File: src/rtl/id_ex_stage.sv
// Decode/execute pipeline register for RV32I: handshake capture, ALU op decode, operand select.
// Optional MEM/WB operand forwarding is enabled with `define ID_EX_FORWARD_EN.
module id_ex_stage #(
  parameter int XLEN = 32
) (
  input  logic            clk,
  input  logic            rst_n,
  input  logic            flush,
  input  logic            id_valid,
  output logic            id_ready,
  input  logic [XLEN-1:0] id_pc,
  input  logic [6:0]      id_opcode,
  input  logic [2:0]      id_funct3,
  input  logic            id_funct7b5,
  input  logic [4:0]      id_rs1,
  input  logic [4:0]      id_rs2,
  input  logic [4:0]      id_rd,
  input  logic [XLEN-1:0] id_rs1_val,
  input  logic [XLEN-1:0] id_rs2_val,
  input  logic [XLEN-1:0] id_imm,
  input  logic            ex_ready,
  output logic            ex_valid,
  output logic [XLEN-1:0] ex_pc,
  output logic [4:0]      ex_rd,
  output logic [2:0]      ex_funct3,
  output logic [6:0]      ex_opcode,
  output logic            ex_illegal,
  output logic [3:0]      alu_control,
  output logic [XLEN-1:0] alu_in_a,
  output logic [XLEN-1:0] alu_in_b,
  output logic [XLEN-1:0] ex_rs2_fwd,
  input  logic            fwd_mem_valid,
  input  logic [4:0]      fwd_mem_rd,
  input  logic [XLEN-1:0] fwd_mem_data,
  input  logic            fwd_wb_valid,
  input  logic [4:0]      fwd_wb_rd,
  input  logic [XLEN-1:0] fwd_wb_data
);
  localparam logic [3:0] ALU_ADD = 4'b0000, ALU_SUB = 4'b0001, ALU_SLL = 4'b0010,
                         ALU_SLT = 4'b0011, ALU_SLTU = 4'b0100, ALU_XOR = 4'b0101,
                         ALU_SRL = 4'b0110, ALU_SRA = 4'b0111, ALU_OR = 4'b1000,
                         ALU_AND = 4'b1001;
  localparam logic [1:0] ASEL_RS1 = 2'd0, ASEL_PC = 2'd1, ASEL_ZERO = 2'd2;
  localparam logic [1:0] BSEL_RS2 = 2'd0, BSEL_IMM = 2'd1, BSEL_FOUR = 2'd2;

  logic            valid_q, valid_d, illegal_q, illegal_d;
  logic [3:0]      aluc_q, aluc_d;
  logic [1:0]      asel_q, asel_d, bsel_q, bsel_d;
  logic [XLEN-1:0] pc_q, rs1_val_q, rs2_val_q, imm_q;
  logic [4:0]      rd_q, rs1_q, rs2_q;
  logic [2:0]      funct3_q;
  logic [6:0]      opcode_q;
  logic            capture;
  logic [XLEN-1:0] rs1_op, rs2_op;

  assign id_ready = !valid_q || ex_ready;
  assign capture  = id_valid && id_ready;

  // Decode of the incoming instruction; result is registered on capture.
  always_comb begin
    aluc_d    = ALU_ADD;
    asel_d    = ASEL_RS1;
    bsel_d    = BSEL_IMM;
    illegal_d = 1'b0;
    unique case (id_opcode)
      7'b0110011, 7'b0010011: begin
        bsel_d = (id_opcode == 7'b0110011) ? BSEL_RS2 : BSEL_IMM;
        unique case (id_funct3)
          3'b000: aluc_d = (id_funct7b5 && id_opcode == 7'b0110011) ? ALU_SUB : ALU_ADD;
          3'b001: aluc_d = ALU_SLL;
          3'b010: aluc_d = ALU_SLT;
          3'b011: aluc_d = ALU_SLTU;
          3'b100: aluc_d = ALU_XOR;
          3'b101: aluc_d = id_funct7b5 ? ALU_SRA : ALU_SRL;
          3'b110: aluc_d = ALU_OR;
          default: aluc_d = ALU_AND;
        endcase
      end
      7'b0000011, 7'b0100011: ;
      7'b0110111: asel_d = ASEL_ZERO;
      7'b0010111: asel_d = ASEL_PC;
      7'b1101111, 7'b1100111: begin
        asel_d = ASEL_PC;
        bsel_d = BSEL_FOUR;
      end
      7'b1100011: begin
        bsel_d = BSEL_RS2;
        unique case (id_funct3[2:1])
          2'b00:   aluc_d = ALU_SUB;
          2'b10:   aluc_d = ALU_SLT;
          2'b11:   aluc_d = ALU_SLTU;
          default: aluc_d = ALU_ADD;
        endcase
      end
      default: begin
        illegal_d = 1'b1;
        asel_d    = ASEL_ZERO;
        bsel_d    = BSEL_FOUR;
      end
    endcase
  end

  always_comb begin
    valid_d = valid_q;
    if (flush)         valid_d = 1'b0;
    else if (capture)  valid_d = 1'b1;
    else if (ex_ready) valid_d = 1'b0;
  end

  always_ff @(posedge clk or negedge rst_n) begin
    if (!rst_n) begin
      valid_q   <= 1'b0;
      illegal_q <= 1'b0;
      aluc_q    <= '0;
      asel_q    <= '0;
      bsel_q    <= '0;
      pc_q      <= '0;
      rs1_val_q <= '0;
      rs2_val_q <= '0;
      imm_q     <= '0;
      rd_q      <= '0;
      rs1_q     <= '0;
      rs2_q     <= '0;
      funct3_q  <= '0;
      opcode_q  <= '0;
    end else begin
      valid_q <= valid_d;
      if (capture) begin
        illegal_q <= illegal_d;
        aluc_q    <= aluc_d;
        asel_q    <= asel_d;
        // Illegal ops force b to zero via an all-zero immediate path below.
        bsel_q    <= illegal_d ? BSEL_IMM : bsel_d;
        imm_q     <= illegal_d ? '0 : id_imm;
        pc_q      <= id_pc;
        rs1_val_q <= id_rs1_val;
        rs2_val_q <= id_rs2_val;
        rd_q      <= id_rd;
        rs1_q     <= id_rs1;
        rs2_q     <= id_rs2;
        funct3_q  <= id_funct3;
        opcode_q  <= id_opcode;
      end
    end
  end

`ifdef ID_EX_FORWARD_EN
  always_comb begin
    rs1_op = rs1_val_q;
    if (fwd_mem_valid && fwd_mem_rd == rs1_q && rs1_q != 5'd0)     rs1_op = fwd_mem_data;
    else if (fwd_wb_valid && fwd_wb_rd == rs1_q && rs1_q != 5'd0)  rs1_op = fwd_wb_data;
    rs2_op = rs2_val_q;
    if (fwd_mem_valid && fwd_mem_rd == rs2_q && rs2_q != 5'd0)     rs2_op = fwd_mem_data;
    else if (fwd_wb_valid && fwd_wb_rd == rs2_q && rs2_q != 5'd0)  rs2_op = fwd_wb_data;
  end
`else
  logic unused_fwd;
  assign unused_fwd = ^{fwd_mem_valid, fwd_mem_rd, fwd_mem_data,
                        fwd_wb_valid, fwd_wb_rd, fwd_wb_data, rs1_q, rs2_q};
  assign rs1_op = rs1_val_q;
  assign rs2_op = rs2_val_q;
`endif

  always_comb begin
    unique case (asel_q)
      ASEL_RS1: alu_in_a = rs1_op;
      ASEL_PC:  alu_in_a = pc_q;
      default:  alu_in_a = '0;
    endcase
    unique case (bsel_q)
      BSEL_RS2: alu_in_b = rs2_op;
      BSEL_IMM: alu_in_b = imm_q;
      default:  alu_in_b = XLEN'(4);
    endcase
  end

  assign ex_valid    = valid_q;
  assign ex_illegal  = illegal_q;
  assign alu_control = aluc_q;
  assign ex_pc       = pc_q;
  assign ex_rd       = rd_q;
  assign ex_funct3   = funct3_q;
  assign ex_opcode   = opcode_q;
  assign ex_rs2_fwd  = rs2_op;
endmodule

File: config.mk
export PLATFORM = sky130hd
export DESIGN_NAME = id_ex_stage
export DESIGN_NICKNAME = d
export VERILOG_FILES = /design/src/rtl/id_ex_stage.sv
export SDC_FILE = /design/constraint.sdc
export NUM_CORES = 1
export LEC_CHECK = 0
export ABC_CLOCK_PERIOD_IN_PS = 1600
export CORE_MARGIN = 3
export CORE_UTILIZATION = 35
export CTS_BUF_LIST = sky130_fd_sc_hd__clkbuf_16
export CTS_CLUSTER_SIZE = 30
export DETAILED_ROUTE_END_ITERATION = 12
export MAX_ROUTING_LAYER = met4
export PLACE_DENSITY_LB_ADDON = 0.25
export SETUP_SLACK_MARGIN = 0.05
export SYNTH_ARGS = -nofsm -noshare
export SYNTH_HDL_FRONTEND = slang
export SYNTH_SLANG_ARGS = --single-unit
File: constraint.sdc
create_clock -name clk -period 1.6 [get_ports clk]
set_input_delay 0.24 -clock clk [delete_from_list [all_inputs] [get_ports clk]]
set_output_delay 0.24 -clock clk [all_outputs]
set_load 0.02 [all_outputs]
==> results of run 1 <==
-- final cells by class --
type                            instances  area, um^2
Clock buffer                           17         425
Timing Repair Buffer                  380        3660
Fill cell                            1794        8200
Inverter                                3        11.3
Clock inverter                         15         166
Sequential cell                       153        3830
Tap cell                              265         332
Multi-Input combinational cell        606        3030
-- per-layer routing --
layer	vias up	track usage, %	wire length (um)	share of wire (%)
li1	3255	-	-	-
met1	3179	27.2	10000	44
met2	248	33.5	10900	48
met3	14	6.09	1770	7.7
met4	0	4.90	197	0.86
met5	-	-	0	0
-- per-stage QoR --
step | setup TNS (ns) | hold WS, ns | power, W
final | -8.71 | 0.327 | 0.0113
after global routing | -13.76 | 0.337 | 0.0118
after CTS | -11.21 | 0.318 | 0.0114
after detailed placement | -28.01 | 0.214 | 0.00751
after global placement | -26.11 | 0.213 | 0.00747
after floorplan | 0 | -0.0556 | 0.00583
-- kinds of logic (layout without fill, tap and decap cells) --
logic type,count (synthesis),in the layout
simple gates,486,486
buf+inv,56,415
flops,153,153
compound gates,56,56
mux,64,64
-- report_power, final --
group / total (W) / internal [W] / switching (W)
Combinational: 0.00270 / 0.00124 / 0.00146
Clock: 0.00406 / 0.00233 / 0.00173
Sequential: 0.00453 / 0.00426 / 0.000274
Total: 0.0113 / 0.00784 / 0.00346
-- final timing paths --
kind                            depth (start not counted)                    endpoint  slack, ns             startpoint
worst max register to register                          4  alu_control[1]$_DFFE_PN0P_       0.13   ex_valid$_DFFE_PN0P_
min in group clk                                        3  ex_rs2_fwd[14]$_DFFE_PN0P_       0.34         id_rs2_val[14]
max in group asynchronous                               3   ex_rs2_fwd[2]$_DFFE_PN0P_       0.67                  rst_n
worst max-delay path                                    4                 alu_in_b[0]      -0.24  bsel_q[0]$_DFFE_PN0P_
worst min-delay path                                    2        ex_pc[4]$_DFFE_PN0P_       0.33                  rst_n
worst min register to register                          2        ex_rd[0]$_DFFE_PN0P_       0.47   ex_rd[0]$_DFFE_PN0P_
-- placed cells by master, fill, tap and decap left out, types with 2 or more instances in the layout --
master / n
a21oi_1: 3
a21oi_2: 30
a31oi_1: 2
buf_12: 21
buf_2: 4
buf_4: 104
buf_6: 15
bufinv_16: 2
clkbuf_16: 18
clkdlybuf4s15_2: 2
clkdlybuf4s50_1: 147
clkinv_4: 2
clkinvlp_4: 3
dfrtp_1: 151
dfrtp_2: 2
dlygate4sd2_1: 85
inv_1: 3
inv_6: 4
inv_8: 2
mux2i_1: 60
mux2i_2: 4
nand2_1: 405
nand2b_1: 2
nor2_1: 66
nor2_2: 2
o21ai_0: 6
o31ai_1: 2
-- critical path: stages (launching register included) --
cell,delay [ns]
dfrtp_2,0.46
buf_12,0.17
mux2i_2,0.23
nor2_1,0.06
clkdlybuf4s15_2,0.25
-- sequential cells by signal, indices dropped and copies added, names as in the netlist, 3 cells and up --
name	cells
rs1_op	32
alu_control	4
ex_opcode	7
ex_rs2_fwd	32
ex_rd	5
ex_funct3	3
ex_pc	32
imm_q	32
-- repair_timing --
item / in CTS / in global routing
buffers inserted: 10 / 5
setup endpoints to repair: 150 / 65
pin swaps: 5 / 8
hold buffers: 1 / 0
endpoints found under the hold margin: 38 / 0
gates cloned: 2 / 1
resized for setup: 406 / 19
-- cells in the mapped netlist (6+ instances only) --
| cell | n | area (um^2) |
|---|---|---|
| mux2i_1 | 64 | 641 |
| buf_2 | 21 | 105 |
| nand2_1 | 405 | 1520 |
| nor2_1 | 68 | 255 |
| dfrtp_1 | 153 | 3830 |
| clkbuf_1 | 26 | 97.6 |
| a21oi_2 | 30 | 263 |
| o21ai_0 | 6 | 30.0 |
==> flow_metrics.py, run 1 <==
metrics = {
    "sta": {
        "min_period_ns": 1.84,
        "slew_violations": 0,
        "worst_pin_slew_ns": 0.481,
        "rsz0062_at_grt": "yes",
        "finalClockSkew_ns": 0.00628,
        "slew-limit-headroom_pct": 67.9,
        "fin_ws_ns": -0.239,
        "finalSetupViolations": 64,
        "min_period_over_period_pct": 115,
        "max_freq_mhz": 544,
        "final-hold-violation-count": 0,
    },
    "worst_setup_path": {
        "crit_type": "reg -> out",
        "cp_max_fo": 11,
        "cp.arrival_ns": 1.60,
        "end_kind": "output pin",
        "crit_path_start_kind": "flop",
        "critPathRequiredTime_ns": 1.36,
    },
    "grt": {
        "grt_pass1_wl_um": 35900,
        "grt_overflow": 0,
        "grt_max_degree": 46,
        "grt_usage_pct": 21.2,
        "first_global_vias": 6630,
        "antenna_found_initial": 0,
    },
    "floorplan": {
        "ios": 385,
        "rows": 51,
        "initial_core_util_pct": 36.0,
        "die_area_um2": 22000,
        "die_x_um": 148,
        "die_h_um": 148,
        "coreArea_um2": 19700,
    },
    "logic_synthesis": {
        "yosys.area_share.simple_pct": 26.5,
        "synth_edf_count": 0,
        "synth.avg_cell_area_um2": 8.68,
        "synthCells": 815,
        "yosys_warnings": 0,
        "syn_area_um2": 7080,
        "synth_cell_type_count": 37,
        "synthArstFlopShare_pct": 100,
        "synth-xor-area-share_pct": 0,
        "synth_nets": 1050,
        "yosys-mux-area-fraction_pct": 9.05,
        "yosysSeqAreaShare_pct": 54.1,
        "synth_ff_type": "dfrtp_1",
        "synth-compound-area-share_pct": 6.68,
        "synth_top_family_by_area": "simple AND/OR/NAND/NOR gates",
        "synth_fa_ha_area_share_pct": 0,
        "ys_ff_latch": 153,
    },
    "route": {
        "avgRoutedWirePerCell_um": 15.9,
        "via_per_inst": 4.65,
        "detail-route-antenna-nets": 0,
        "drtIter0Drc": 296,
        "wirelength_um": 22900,
        "drtPass1Iterations": 6,
        "route.detailed.drc": 0,
        "vias": 6696,
    },
    "clock_tree": {
        "htree_levels": 4,
        "cts_tree": "built",
        "cts_sinks": 153,
        "clock-root-buffer": "clkbuf_16",
        "path_clk_slew_ns": 0.07,
        "numCtsBuffers": 17,
        "clk_latency_ns": 0.42,
        "ctsLongestPathBuffers": 2,
    },
    "power_and_ir_drop": {
        "power.leakage_nw": 5.89,
        "ir_worst_vdd_v": 0.000650,
        "power.density_nw_per_um2": 986,
    },
    "placement": {
        "placed_area_um2": 10900,
        "dp.cells": 1390,
        "gp_congestion": 0.841,
        "pre_cts_slack_ns": -0.324,
        "port-buffer-count": 298,
        "hpwl_um": 16500,
    },
    "final_layout": {
        "nNetsFinal": 1396,
        "area_growth_pct": 61.9,
        "drive_gt1_share_pct": 19.3,
        "post-route-util_pct": 58.3,
        "antenna_cells": 0,
        "finalNonFillerCells": 1439,
        "stdcell_area_um2": 11500,
    },
    "run": {
        "drv_cap": 0,
    },
    "run_status": {
        "violations": "negative setup slack",
        "outcome": "finished with violations",
    },
    "hold_path": {
        "hold_path_class": "in -> async",
    },
}
No activity file was read; power rests on OpenSTA's default activity.
==> run 2, diff against run 1 <==
--- a/config.mk
+++ b/config.mk
@@ -12,7 +12,7 @@
 export CTS_CLUSTER_SIZE = 30
 export DETAILED_ROUTE_END_ITERATION = 12
 export MAX_ROUTING_LAYER = met4
-export PLACE_DENSITY_LB_ADDON = 0.25
+export PLACE_DENSITY = 0.81
 export SETUP_SLACK_MARGIN = 0.05
 export SYNTH_ARGS = -nofsm -noshare
 export SYNTH_HDL_FRONTEND = slang
==> run 2 against run 1 <==
Compared with the run above:
- the flow still finishes with violations (negative setup slack)
- non-clock buffer count is 5 higher
- final area rose by 0.55%
- via count increased by 1.5%
==> flow_metrics.py, run 2 (synthesis gave the netlist of run 1 again) <==
metrics = {
    "route": {
        "drtPass1Iterations": 5,
        "wirelength_um": 23100,
        "route.detailed.drc": 0,
        "avgRoutedWirePerCell_um": 16.0,
        "via_per_inst": 4.71,
        "drtIter0Drc": 276,
        "detail-route-antenna-nets": 0,
        "vias": 6799,
    },
    "grt": {
        "grt_overflow": 0,
        "first_global_vias": 7119,
        "grt_pass1_wl_um": 36600,
        "grt_usage_pct": 21.6,
        "grt_max_degree": 50,
        "antenna_found_initial": 1,
    },
    "sta": {
        "slew-limit-headroom_pct": 73.7,
        "max_freq_mhz": 542,
        "holdWs_ns": 0.305,
        "finalClockSkew_ns": 0.00571,
        "worst_pin_slew_ns": 0.394,
        "slew_violations": 0,
        "fin_ws_ns": -0.243,
        "min_period_ns": 1.84,
        "final-hold-violation-count": 0,
        "rsz0062_at_grt": "yes",
        "finalSetupViolations": 64,
        "min_period_over_period_pct": 115,
    },
    "floorplan": {
        "die_area_um2": 22000,
        "initial_core_util_pct": 36.0,
        "die_h_um": 148,
        "die_x_um": 148,
        "ios": 385,
        "coreArea_um2": 19700,
        "rows": 51,
    },
    "final_layout": {
        "finalNonFillerCells": 1445,
        "drive_gt1_share_pct": 19.8,
        "stdcell_area_um2": 11500,
        "layout_common_cells": "nand2_1 (405), dfrtp_1 (151), clkdlybuf4s50_1 (147)",
        "nNetsFinal": 1401,
        "layout_commonest_cell": "nand2_1",
        "area_growth_pct": 62.8,
    },
    "worst_setup_path": {
        "crit_path_start_kind": "flop",
        "cp_max_fo": 7,
        "cp.arrival_ns": 1.60,
        "end_kind": "output pin",
        "critPathRequiredTime_ns": 1.36,
        "crit_type": "reg -> out",
    },
    "placement": {
        "hpwl_um": 16800,
        "gp_congestion": 0.856,
        "placed_area_um2": 10900,
        "pre_cts_slack_ns": -0.319,
        "dp.cells": 1398,
        "port-buffer-count": 298,
    },
    "hold_path": {
        "hold_path_class": "in -> async",
    },
    "power_and_ir_drop": {
        "seqPwrFrac_pct": 40.7,
        "power.internal_w": 0.00772,
        "ir_worst_vdd_v": 0.000655,
        "power.density_nw_per_um2": 971,
        "power.share.clock_pct": 34.6,
        "power.leakage_nw": 5.94,
        "combinationalPowerShare_pct": 24.7,
        "switching_power_w": 0.00347,
        "switching_share_pct": 31.0,
    },
    "clock_tree": {
        "clk_latency_ns": 0.41,
        "path_clk_slew_ns": 0.07,
        "clock-root-buffer": "clkbuf_16",
        "cts_sinks": 153,
        "ctsLongestPathBuffers": 2,
        "htree_levels": 4,
        "cts_tree": "built",
        "numCtsBuffers": 17,
    },
    "run_status": {
        "violations": "negative setup slack",
        "outcome": "finished with violations",
    },
    "run": {
        "drv_cap": 0,
    },
}
[run 2: cell types whose count changed in the layout (fill, tap and decap cells not counted), moves of 2 or more]
cell	change
mux2i_1	-2
clkbuf_2	+2
buf_6	-4
buf_8	+2
buf_16	+3
dlygate4sd2_1	-3
buf_2	-4
clkdlybuf4s15_2	-2
buf_4	+11
[run 2: path summary, 6_finish.rpt]
| path | from | endpoint | slack, ns | depth (start not counted) |
|---|---|---|---|---|
| max | asel_q[0]$_DFFE_PN0P_ | alu_in_a[19] | -0.24 | 5 |
| min | rst_n | ex_pc[4]$_DFFE_PN0P_ | 0.31 | 2 |
| max reg2reg | ex_valid$_DFFE_PN0P_ | alu_control[1]$_DFFE_PN0P_ | 0.11 | 4 |
| min reg2reg | ex_rd[2]$_DFFE_PN0P_ | ex_rd[2]$_DFFE_PN0P_ | 0.47 | 2 |
| max in group asynchronous | rst_n | ex_opcode[5]$_DFFE_PN0P_ | 0.68 | 3 |
| min in group clk | id_rs2_val[28] | ex_rs2_fwd[28]$_DFFE_PN0P_ | 0.35 | 3 |
[run 2: final cells by class]
type,instances,area (um^2)
Tap cell,265,332
Sequential cell,153,3830
Fill cell,1752,8140
Timing Repair Buffer,385,3740
Multi-Input combinational cell,606,3040
Inverter,3,11.3
Clock buffer,17,425
Clock inverter,15,141
Antenna cell,1,2.50
[run 2: through the flow]
stage	setup TNS, ns	utilization (%)	power (W)
after floorplan	0	-	0.00583
after CTS	-11.00	58.4	0.0113
after global placement	-22.59	55.5	0.00750
final	-9.64	58.6	0.0112
after global routing	-14.39	58.6	0.0117
after detailed placement	-24.04	55.5	0.00756
[run 2: repair_timing]
item | CTS | global route
gates cloned | 4 | 0
gates resized for setup | 425 | 16
hold buffers | 1 | 0
endpoints found under the setup margin | 149 | 68
buffers inserted | 9 | 3
endpoints found under the hold margin | 34 | 0
pin swaps | 9 | 14
[run 2: power groups by stage]
stage	combinational (W)	sequential, W	clock, W
2_1_floorplan	0.00101	0.00483	0
3_3_place_gp	0.00290	0.00460	0
3_5_place_dp	0.00295	0.00461	0
4_1_cts	0.00278	0.00454	0.00398
5_1_grt	0.00299	0.00460	0.00414
6_report	0.00277	0.00455	0.00387
[run 2: worst max-delay path, stage by stage (launching register included)]
cell and delay (ns):
dfrtp_2 0.44, buf_12 0.16, buf_12 0.15, mux2i_2 0.15, nor2_1 0.13, buf_4 0.16
[run 2: layer usage]
layer | GRT usage [%] | vias up | part of all wire [%]
met5 | - | - | 0
met4 | 6.84 | 0 | 2.4
met3 | 5.64 | 32 | 8.1
met2 | 35.1 | 284 | 48
met1 | 26.4 | 3206 | 42
li1 | - | 3277 | -
